## src/rtl/mem_port_arbiter_pkg.sv

```systemverilog
// argon_mem_pkg: shared types and widths for the core's memory-port arbiter.
// Contents:
//   state_t   - sequencing FSM states (IDLE, ACCESS, RESP)
//   owner_t   - which requester owns the access in flight
//   mem_cmd_t - the command latched at grant and driven to the memory
package argon_mem_pkg;

  localparam int ADDR_W    = 32;
  localparam int DATA_W    = 32;
  localparam int WR_MASK_W = 2;
  localparam int RD_MASK_W = 3;
  localparam int ERR_W     = 2;
  localparam int CNT_W     = 3;

  typedef enum logic [1:0] {
    IDLE,
    ACCESS,
    RESP
  } state_t;

  typedef enum logic {
    OWN_FETCH = 1'b0,
    OWN_DATA  = 1'b1
  } owner_t;

  typedef struct packed {
    logic [ADDR_W-1:0]    addr;
    logic [DATA_W-1:0]    wdata;
    logic [WR_MASK_W-1:0] wr_mask;
    logic [RD_MASK_W-1:0] rd_mask;
  } mem_cmd_t;

endpackage

```

## src/rtl/mem_port_arbiter_if.sv

```systemverilog
// mem_port_arbiter_if: requester and memory-side signals of the arbiter.
//   Requester side: halt, fetch req/addr/gnt/response, data req/payload/gnt/response.
//   Memory side:    command (addr, wr_data, wr_mask, rd_mask) and response
//                   (rd_data, misaligned, invalid read mask).
// Modports:
//   slave  - the arbiter's view
//   master - the view of whoever drives requests and models the memory
interface mem_port_arbiter_if;
  import argon_mem_pkg::*;

  logic                 i_halt;

  logic                 i_f_req;
  logic [ADDR_W-1:0]    i_f_addr;
  logic                 o_f_gnt;
  logic                 o_f_rvalid;
  logic [DATA_W-1:0]    o_f_rdata;
  logic [ERR_W-1:0]     o_f_err;

  logic                 i_d_req;
  logic [ADDR_W-1:0]    i_d_addr;
  logic [DATA_W-1:0]    i_d_wdata;
  logic [WR_MASK_W-1:0] i_d_wr_mask;
  logic [RD_MASK_W-1:0] i_d_rd_mask;
  logic                 o_d_gnt;
  logic                 o_d_rvalid;
  logic [DATA_W-1:0]    o_d_rdata;
  logic [ERR_W-1:0]     o_d_err;

  logic [ADDR_W-1:0]    o_mem_addr;
  logic [DATA_W-1:0]    o_mem_wr_data;
  logic [WR_MASK_W-1:0] o_mem_wr_mask;
  logic [RD_MASK_W-1:0] o_mem_rd_mask;
  logic [DATA_W-1:0]    i_mem_rd_data;
  logic                 i_mem_err_misaligned;
  logic                 i_mem_err_invalid_rd_mask;

  modport slave (
    input  i_halt,
    input  i_f_req, i_f_addr,
    output o_f_gnt, o_f_rvalid, o_f_rdata, o_f_err,
    input  i_d_req, i_d_addr, i_d_wdata, i_d_wr_mask, i_d_rd_mask,
    output o_d_gnt, o_d_rvalid, o_d_rdata, o_d_err,
    output o_mem_addr, o_mem_wr_data, o_mem_wr_mask, o_mem_rd_mask,
    input  i_mem_rd_data, i_mem_err_misaligned, i_mem_err_invalid_rd_mask
  );

  modport master (
    output i_halt,
    output i_f_req, i_f_addr,
    input  o_f_gnt, o_f_rvalid, o_f_rdata, o_f_err,
    output i_d_req, i_d_addr, i_d_wdata, i_d_wr_mask, i_d_rd_mask,
    input  o_d_gnt, o_d_rvalid, o_d_rdata, o_d_err,
    input  o_mem_addr, o_mem_wr_data, o_mem_wr_mask, o_mem_rd_mask,
    output i_mem_rd_data, i_mem_err_misaligned, i_mem_err_invalid_rd_mask
  );

endinterface

```

## src/rtl/mem_port_arbiter_rr_arb2.sv

```systemverilog
// rr_arb2: combinational two-way round-robin picker.
//   req[1:0] - requests (bit 0 fetch, bit 1 data)
//   last     - 1 if bit 1 won the previous grant
//   enable   - gates all grants
//   gnt[1:0] - one-hot grant (or zero)
module rr_arb2 (
  input  logic [1:0] req,
  input  logic       last,
  input  logic       enable,
  output logic [1:0] gnt
);

  // On a tie the requester that did not win last time is chosen.
  always_comb begin
    gnt = 2'b00;
    if (enable) begin
      case (req)
        2'b01:   gnt = 2'b01;
        2'b10:   gnt = 2'b10;
        2'b11:   gnt = last ? 2'b01 : 2'b10;
        default: gnt = 2'b00;
      endcase
    end
  end

endmodule

```

## src/rtl/mem_port_arbiter.sv

```systemverilog
// mem_port_arbiter: shares the single memory port between instruction fetch
// and load/store, one outstanding access at a time, round-robin on ties.
// Ports:
//   i_clk, i_reset_n - clock, asynchronous active-low reset
//   bus              - requester handshakes and memory command/response
// Parameters:
//   MEM_LATENCY   - cycles the command is held before read data is valid (1-7)
//   FETCH_RD_MASK - read mask driven for every fetch
module mem_port_arbiter
  import argon_mem_pkg::*;
#(
  parameter int                   MEM_LATENCY   = 1,
  parameter logic [RD_MASK_W-1:0] FETCH_RD_MASK = 3'b111
) (
  input  logic              i_clk,
  input  logic              i_reset_n,
  mem_port_arbiter_if.slave bus
);

  localparam logic [CNT_W-1:0] CNT_LOAD = CNT_W'(MEM_LATENCY - 1);

  state_t             state;
  state_t             state_next;
  owner_t             owner_q;
  owner_t             last_gnt;
  mem_cmd_t           cmd_q;
  logic [CNT_W-1:0]   cnt_q;
  logic [ERR_W-1:0]   err_q;
  logic [1:0]         req;
  logic [1:0]         gnt;
  logic               accept;
  logic [DATA_W-1:0]  resp_data;

  assign req    = {bus.i_d_req, bus.i_f_req};
  assign accept = (state == IDLE) && (gnt != 2'b00);

  rr_arb2 u_arb (
    .req    (req),
    .last   (last_gnt == OWN_DATA),
    .enable ((state == IDLE) && !bus.i_halt),
    .gnt    (gnt)
  );

  always_ff @(posedge i_clk or negedge i_reset_n) begin
    if (!i_reset_n) begin
      state <= IDLE;
    end else begin
      state <= state_next;
    end
  end

  always_comb begin
    state_next = state;
    case (state)
      IDLE:    if (accept) state_next = ACCESS;
      ACCESS:  if (cnt_q == '0) state_next = RESP;
      RESP:    state_next = IDLE;
      default: state_next = IDLE;
    endcase
  end

  // Fetches leave wdata untouched so o_mem_wr_data keeps its last value.
  // The counter value CNT_LOAD only occurs in the first ACCESS cycle, which
  // is when the memory's error flags are captured.
  always_ff @(posedge i_clk or negedge i_reset_n) begin
    if (!i_reset_n) begin
      cmd_q    <= '0;
      owner_q  <= OWN_FETCH;
      last_gnt <= OWN_FETCH;
      cnt_q    <= '0;
      err_q    <= '0;
    end else if (accept) begin
      cnt_q <= CNT_LOAD;
      if (gnt[1]) begin
        owner_q       <= OWN_DATA;
        last_gnt      <= OWN_DATA;
        cmd_q.addr    <= bus.i_d_addr;
        cmd_q.wdata   <= bus.i_d_wdata;
        cmd_q.wr_mask <= bus.i_d_wr_mask;
        cmd_q.rd_mask <= bus.i_d_rd_mask;
      end else begin
        owner_q       <= OWN_FETCH;
        last_gnt      <= OWN_FETCH;
        cmd_q.addr    <= bus.i_f_addr;
        cmd_q.wr_mask <= '0;
        cmd_q.rd_mask <= FETCH_RD_MASK;
      end
    end else if (state == ACCESS) begin
      if (cnt_q == CNT_LOAD) begin
        err_q <= {bus.i_mem_err_misaligned, bus.i_mem_err_invalid_rd_mask};
      end
      if (cnt_q != '0) begin
        cnt_q <= cnt_q - 1'b1;
      end
    end
  end

  // Masks are gated by state so the memory sees no access outside ACCESS.
  assign bus.o_f_gnt       = gnt[0];
  assign bus.o_d_gnt       = gnt[1];
  assign bus.o_mem_addr    = cmd_q.addr;
  assign bus.o_mem_wr_data = cmd_q.wdata;
  assign bus.o_mem_wr_mask = (state == ACCESS) ? cmd_q.wr_mask : '0;
  assign bus.o_mem_rd_mask = (state == ACCESS) ? cmd_q.rd_mask : '0;

  assign resp_data      = (cmd_q.rd_mask != '0) ? bus.i_mem_rd_data : '0;
  assign bus.o_f_rvalid = (state == RESP) && (owner_q == OWN_FETCH);
  assign bus.o_d_rvalid = (state == RESP) && (owner_q == OWN_DATA);
  assign bus.o_f_rdata  = bus.o_f_rvalid ? resp_data : '0;
  assign bus.o_d_rdata  = bus.o_d_rvalid ? resp_data : '0;
  assign bus.o_f_err    = bus.o_f_rvalid ? err_q : '0;
  assign bus.o_d_err    = bus.o_d_rvalid ? err_q : '0;

endmodule

```

## src/flat_wrapper.sv

```systemverilog
// flat-port wrapper written by rule: the top's interface ports become plain ports
module mem_port_arbiter_flat import argon_mem_pkg::*;
#(
  parameter int                   MEM_LATENCY   = 1,
  parameter logic [RD_MASK_W-1:0] FETCH_RD_MASK = 3'b111
)
  (i_clk, i_reset_n, bus_i_halt, bus_i_f_req, bus_i_f_addr, bus_o_f_gnt, bus_o_f_rvalid, bus_o_f_rdata, bus_o_f_err, bus_i_d_req, bus_i_d_addr, bus_i_d_wdata, bus_i_d_wr_mask, bus_i_d_rd_mask, bus_o_d_gnt, bus_o_d_rvalid, bus_o_d_rdata, bus_o_d_err, bus_o_mem_addr, bus_o_mem_wr_data, bus_o_mem_wr_mask, bus_o_mem_rd_mask, bus_i_mem_rd_data, bus_i_mem_err_misaligned, bus_i_mem_err_invalid_rd_mask);
  mem_port_arbiter_if bus_i ();
  input  logic i_clk;
  input  logic i_reset_n;
  input wire logic [$bits(bus_i.i_halt)-1:0] bus_i_halt;
  input wire logic [$bits(bus_i.i_f_req)-1:0] bus_i_f_req;
  input wire logic [$bits(bus_i.i_f_addr)-1:0] bus_i_f_addr;
  output wire logic [$bits(bus_i.o_f_gnt)-1:0] bus_o_f_gnt;
  output wire logic [$bits(bus_i.o_f_rvalid)-1:0] bus_o_f_rvalid;
  output wire logic [$bits(bus_i.o_f_rdata)-1:0] bus_o_f_rdata;
  output wire logic [$bits(bus_i.o_f_err)-1:0] bus_o_f_err;
  input wire logic [$bits(bus_i.i_d_req)-1:0] bus_i_d_req;
  input wire logic [$bits(bus_i.i_d_addr)-1:0] bus_i_d_addr;
  input wire logic [$bits(bus_i.i_d_wdata)-1:0] bus_i_d_wdata;
  input wire logic [$bits(bus_i.i_d_wr_mask)-1:0] bus_i_d_wr_mask;
  input wire logic [$bits(bus_i.i_d_rd_mask)-1:0] bus_i_d_rd_mask;
  output wire logic [$bits(bus_i.o_d_gnt)-1:0] bus_o_d_gnt;
  output wire logic [$bits(bus_i.o_d_rvalid)-1:0] bus_o_d_rvalid;
  output wire logic [$bits(bus_i.o_d_rdata)-1:0] bus_o_d_rdata;
  output wire logic [$bits(bus_i.o_d_err)-1:0] bus_o_d_err;
  output wire logic [$bits(bus_i.o_mem_addr)-1:0] bus_o_mem_addr;
  output wire logic [$bits(bus_i.o_mem_wr_data)-1:0] bus_o_mem_wr_data;
  output wire logic [$bits(bus_i.o_mem_wr_mask)-1:0] bus_o_mem_wr_mask;
  output wire logic [$bits(bus_i.o_mem_rd_mask)-1:0] bus_o_mem_rd_mask;
  input wire logic [$bits(bus_i.i_mem_rd_data)-1:0] bus_i_mem_rd_data;
  input wire logic [$bits(bus_i.i_mem_err_misaligned)-1:0] bus_i_mem_err_misaligned;
  input wire logic [$bits(bus_i.i_mem_err_invalid_rd_mask)-1:0] bus_i_mem_err_invalid_rd_mask;
  assign bus_i.i_halt = bus_i_halt;
  assign bus_i.i_f_req = bus_i_f_req;
  assign bus_i.i_f_addr = bus_i_f_addr;
  assign bus_o_f_gnt = bus_i.o_f_gnt;
  assign bus_o_f_rvalid = bus_i.o_f_rvalid;
  assign bus_o_f_rdata = bus_i.o_f_rdata;
  assign bus_o_f_err = bus_i.o_f_err;
  assign bus_i.i_d_req = bus_i_d_req;
  assign bus_i.i_d_addr = bus_i_d_addr;
  assign bus_i.i_d_wdata = bus_i_d_wdata;
  assign bus_i.i_d_wr_mask = bus_i_d_wr_mask;
  assign bus_i.i_d_rd_mask = bus_i_d_rd_mask;
  assign bus_o_d_gnt = bus_i.o_d_gnt;
  assign bus_o_d_rvalid = bus_i.o_d_rvalid;
  assign bus_o_d_rdata = bus_i.o_d_rdata;
  assign bus_o_d_err = bus_i.o_d_err;
  assign bus_o_mem_addr = bus_i.o_mem_addr;
  assign bus_o_mem_wr_data = bus_i.o_mem_wr_data;
  assign bus_o_mem_wr_mask = bus_i.o_mem_wr_mask;
  assign bus_o_mem_rd_mask = bus_i.o_mem_rd_mask;
  assign bus_i.i_mem_rd_data = bus_i_mem_rd_data;
  assign bus_i.i_mem_err_misaligned = bus_i_mem_err_misaligned;
  assign bus_i.i_mem_err_invalid_rd_mask = bus_i_mem_err_invalid_rd_mask;
  mem_port_arbiter #(.MEM_LATENCY(MEM_LATENCY), .FETCH_RD_MASK(FETCH_RD_MASK)) u_core (.i_clk(i_clk), .i_reset_n(i_reset_n), .bus(bus_i));
endmodule
```

## config.mk

```make
export PLATFORM = sky130hd
export DESIGN_NAME = mem_port_arbiter_flat
export DESIGN_NICKNAME = d
export VERILOG_FILES = /design/src/rtl/mem_port_arbiter_pkg.sv /design/src/rtl/mem_port_arbiter_if.sv /design/src/rtl/mem_port_arbiter_rr_arb2.sv /design/src/rtl/mem_port_arbiter.sv /design/src/flat_wrapper.sv
export SDC_FILE = /design/constraint.sdc
export NUM_CORES = 1
export LEC_CHECK = 0
export BUFFER_PORTS_ARGS = -buffer_cell sky130_fd_sc_hd__clkbuf_2
export CAP_MARGIN = 20
export CELL_PAD_IN_SITES_DETAIL_PLACEMENT = 0
export CELL_PAD_IN_SITES_GLOBAL_PLACEMENT = 1
export CORE_AREA = 2 2 109 137
export DETAILED_ROUTE_END_ITERATION = 12
export DIE_AREA = 0 0 111 139
export GPL_TIMING_DRIVEN = 1
export PLACE_DENSITY_LB_ADDON = 0.1
export SYNTH_ARGS = -nofsm -noshare
export SYNTH_HDL_FRONTEND = slang
export SYNTH_HIERARCHICAL = 1
export SYNTH_SLANG_ARGS = --single-unit
```

## constraint.sdc

```tcl
create_clock -name i_clk -period 2.3 [get_ports i_clk]
set_input_delay 0.575 -clock i_clk [delete_from_list [all_inputs] [get_ports i_clk]]
set_output_delay 0.575 -clock i_clk [all_outputs]
set_load 0.05 [all_outputs]
```

==> flow_summary.ini <==
[clocking]
cts_made_buffers = 9
clock_sinks = 77
clk_pin_slew_ps = 60
cts_tree = done
clk_latency_ps = 340
clock-root-buffer = clkbuf_16
htree_num_levels = 3
clk_path_buf_depth = 2

[floorplan]
pin_count = 281
core-area_um2 = 14200
start_util_pct = 31.4
fp-row-count = 49
die_area_um2 = 15400
die_y_um = 139
die_x_um = 111

[yosys]
synthCells = 368
synthTopCellsByArea = dfrtp_1, mux2_2, buf_4
netlist_area_um2 = 4450
synth_nets = 510
synth-seq-cells = 77
ys_types = 27
synth_warnings = 6
synth.largest_area_cell = dfrtp_1
avgSynthCellArea_um2 = 12.1
synth-seq-area-share_pct = 43.3
yosys.area.top_type_share_pct = 43.3

[worst_setup_path]
slowest_delay_ps = 450
end_kind = output port
r2r_start = u_core/state[1]$_DFFE_PN0P_
cp.required_ps = 1730
crit_path_cell_trace = and3b_2 -> and2b_4 -> clkbuf_16 -> and2_4 -> buf_8
rrSetupSlack_ps = 210
worstReg2RegEnd = u_core/bus.o_mem_addr[27]$_DFFE_PN0P_
crit_family = simple AND/OR/NAND/NOR gates
path_buf_inv = 2
crit_type = register to output port
cp_max_fo = 8
worstPathArrival_ps = 1760
cpMaxStageDelayCell = dfrtp_2
reg2regPathDepth = 7
cp-start-kind = register

[global_routing]
antenna_found_initial = 0
grt_max_degree = 49
first_global_vias = 3633
grt_pass1_wl_um = 19500
grt_use_met1_pct = 17.6
grt_overflow = 0
met3_usage_pct = 5.51
grt_usage_pct = 15.9
grt.busiest_layer = met2
grt_use_met2_pct = 28.6

[sta]
min_period_ps = 2330
min_period_over_period_pct = 101
fin_skew_ps = 10.7
holdWs_ps = 243
slew_viol_final = 0
grt_setup_unrepaired = true
final-setup-viol-count = 24
fin_ws_ps = -34.3
max_freq_mhz = 428
finalHoldViolCount = 0
tightest_slew_ps = 643
slew_headroom_pct = 57.2

[outcome]
violations = setup timing
status = complete, but fails checks

[detailed_routing]
ant_nets = 0
first_iter_violations = 97
vias = 3481
drt-pass1-iter-count = 4
drc_errors = 0
wirelength_um = 13500
avgRoutedWirePerCell_um = 17.2
viasPerCell = 4.45

[pwr]
p_per_area_nw_per_um2 = 1320
peakVddDrop_mv = 0.883
p_total_mw = 9.30
p_leak_nw = 3.52

[min_path]
hold_class = input pin to async pin

[layout]
mostFrequentLayoutCells = clkbuf_2, dfrtp_1, and2_4, mux2_2, buf_8
layout_commonest_cell = clkbuf_2
nNetsFinal = 742
area.growth.synth_to_final_pct = 58.7
final_layout_size_suffix_gt1_share_pct = 79.5
n_antenna_cell = 0

[run]
cap_violations = 0

[placed_design]
hpwl_um = 9440
port_buffers = 280
place.gp.congestion = 0.763
Yosys cell counts, drive strengths merged:
cell type  instances
and2              74
nor2b              1
clkbuf             2
and2b              2
and3b              1
a22o               2
inv                5
nor2               4
or2                1
nor3               2
xnor2              1
buf               80
dfrtp             77
mux2              98
nor3b              2
nand2              4
o21a               1
o21ai              1
a21o               1
a21oi              2
a211oi             2
o22a               3
ha                 2
where the power goes:
group,switching [mW],internal [mW],total [mW]
Sequential,0.389,2.04,2.43
Clock,0.578,0.989,1.57
Combinational,3.48,1.82,5.30
cells by family (layout without fill, tap and decap cells):
| family | Yosys count | in the layout | share of synthesized area, % |
|---|---|---|---|
| adder cells (fa/ha/maj) | 2 | 2 | 0.562 |
| AND/OR/NAND/NOR | 91 | 91 | 12.7 |
| XOR/XNOR | 1 | 1 | 0.197 |
| buffers and inverters | 87 | 324 | 13.9 |
| flip-flops | 77 | 77 | 43.3 |
| multiplexers | 98 | 98 | 27.3 |
| AO/OA/AOI/OAI | 12 | 12 | 2.00 |
worst reg2reg max path: stages (launching register included):
cell	delay, ps
dfrtp_2	440
nor3_1	250
nand2_1	130
a21oi_4	120
buf_4	150
buf_12	200
mux2_2	380
mux2_1	290
registers in the layout, indices dropped and copies added (netlist names):
name / flops
u_core/bus.o_mem_addr: 32
u_core/bus.o_mem_wr_data: 32
u_core/cmd_q: 5
u_core/cnt_q: 3
u_core/err_q: 2
u_core/last_gnt: 1
u_core/state: 2
final cells by class:
type                            instances  area [um2]
Clock inverter                          6        93.8
Inverter                                5        18.8
Sequential cell                        77        1930
Multi-Input combinational cell        204        2100
Tap cell                              178         223
Timing Repair Buffer                  303        2460
Clock buffer                           10         239
Fill cell                            1263        7100
how the worst max path moves through the flow:
stage / startpoint / to / slack [ps] / cells past startpoint
after global placement: bus_i_halt / u_core/bus.o_mem_addr[27]$_DFFE_PN0P_ / 110 / 7
final: u_core/state[0]$_DFFE_PN0P_ / bus_o_d_rdata[15] / -30 / 5
after detailed placement: bus_i_halt / u_core/bus.o_mem_addr[27]$_DFFE_PN0P_ / 80 / 7
after CTS: u_core/state[0]$_DFFE_PN0P_ / bus_o_d_rdata[31] / -40 / 5
after global routing: u_core/state[0]$_DFFE_PN0P_ / bus_o_d_rdata[15] / -80 / 5
after floorplan: u_core/last_gnt$_DFFE_PN0P_ / bus_o_f_rdata[10] / -90 / 4
repair_timing:
action	4_1_cts	5_1_grt
gates cloned	0	6
endpoints found under the setup margin	64	65
resized for setup	109	105
hold buffers	0	0
pin swaps	2	56
setup buffers	1	7
layer usage:
layer | wire length (um) | part of all wire, %
met5 | 0 | 0
met4 | 270 | 2.0
met3 | 1120 | 8.3
met2 | 7220 | 53
met1 | 4890 | 36
metrics by stage:
stage | instance area [um2] | utilization, % | instances | worst slack, ps | TNS [ps]
after floorplan | 4520 | - | 368 | -88.7 | -88.7
after global placement | 5940 | 41.9 | 753 | 107 | 0
after detailed placement | 5940 | 41.9 | 753 | 83.7 | 0
after CTS | 6720 | 47.4 | 770 | -38.8 | -952
after global routing | 7060 | 49.9 | 783 | -81.6 | -2780
final | 7060 | 49.9 | 783 | -34.3 | -381
Power figures use the tool's default switching activity.
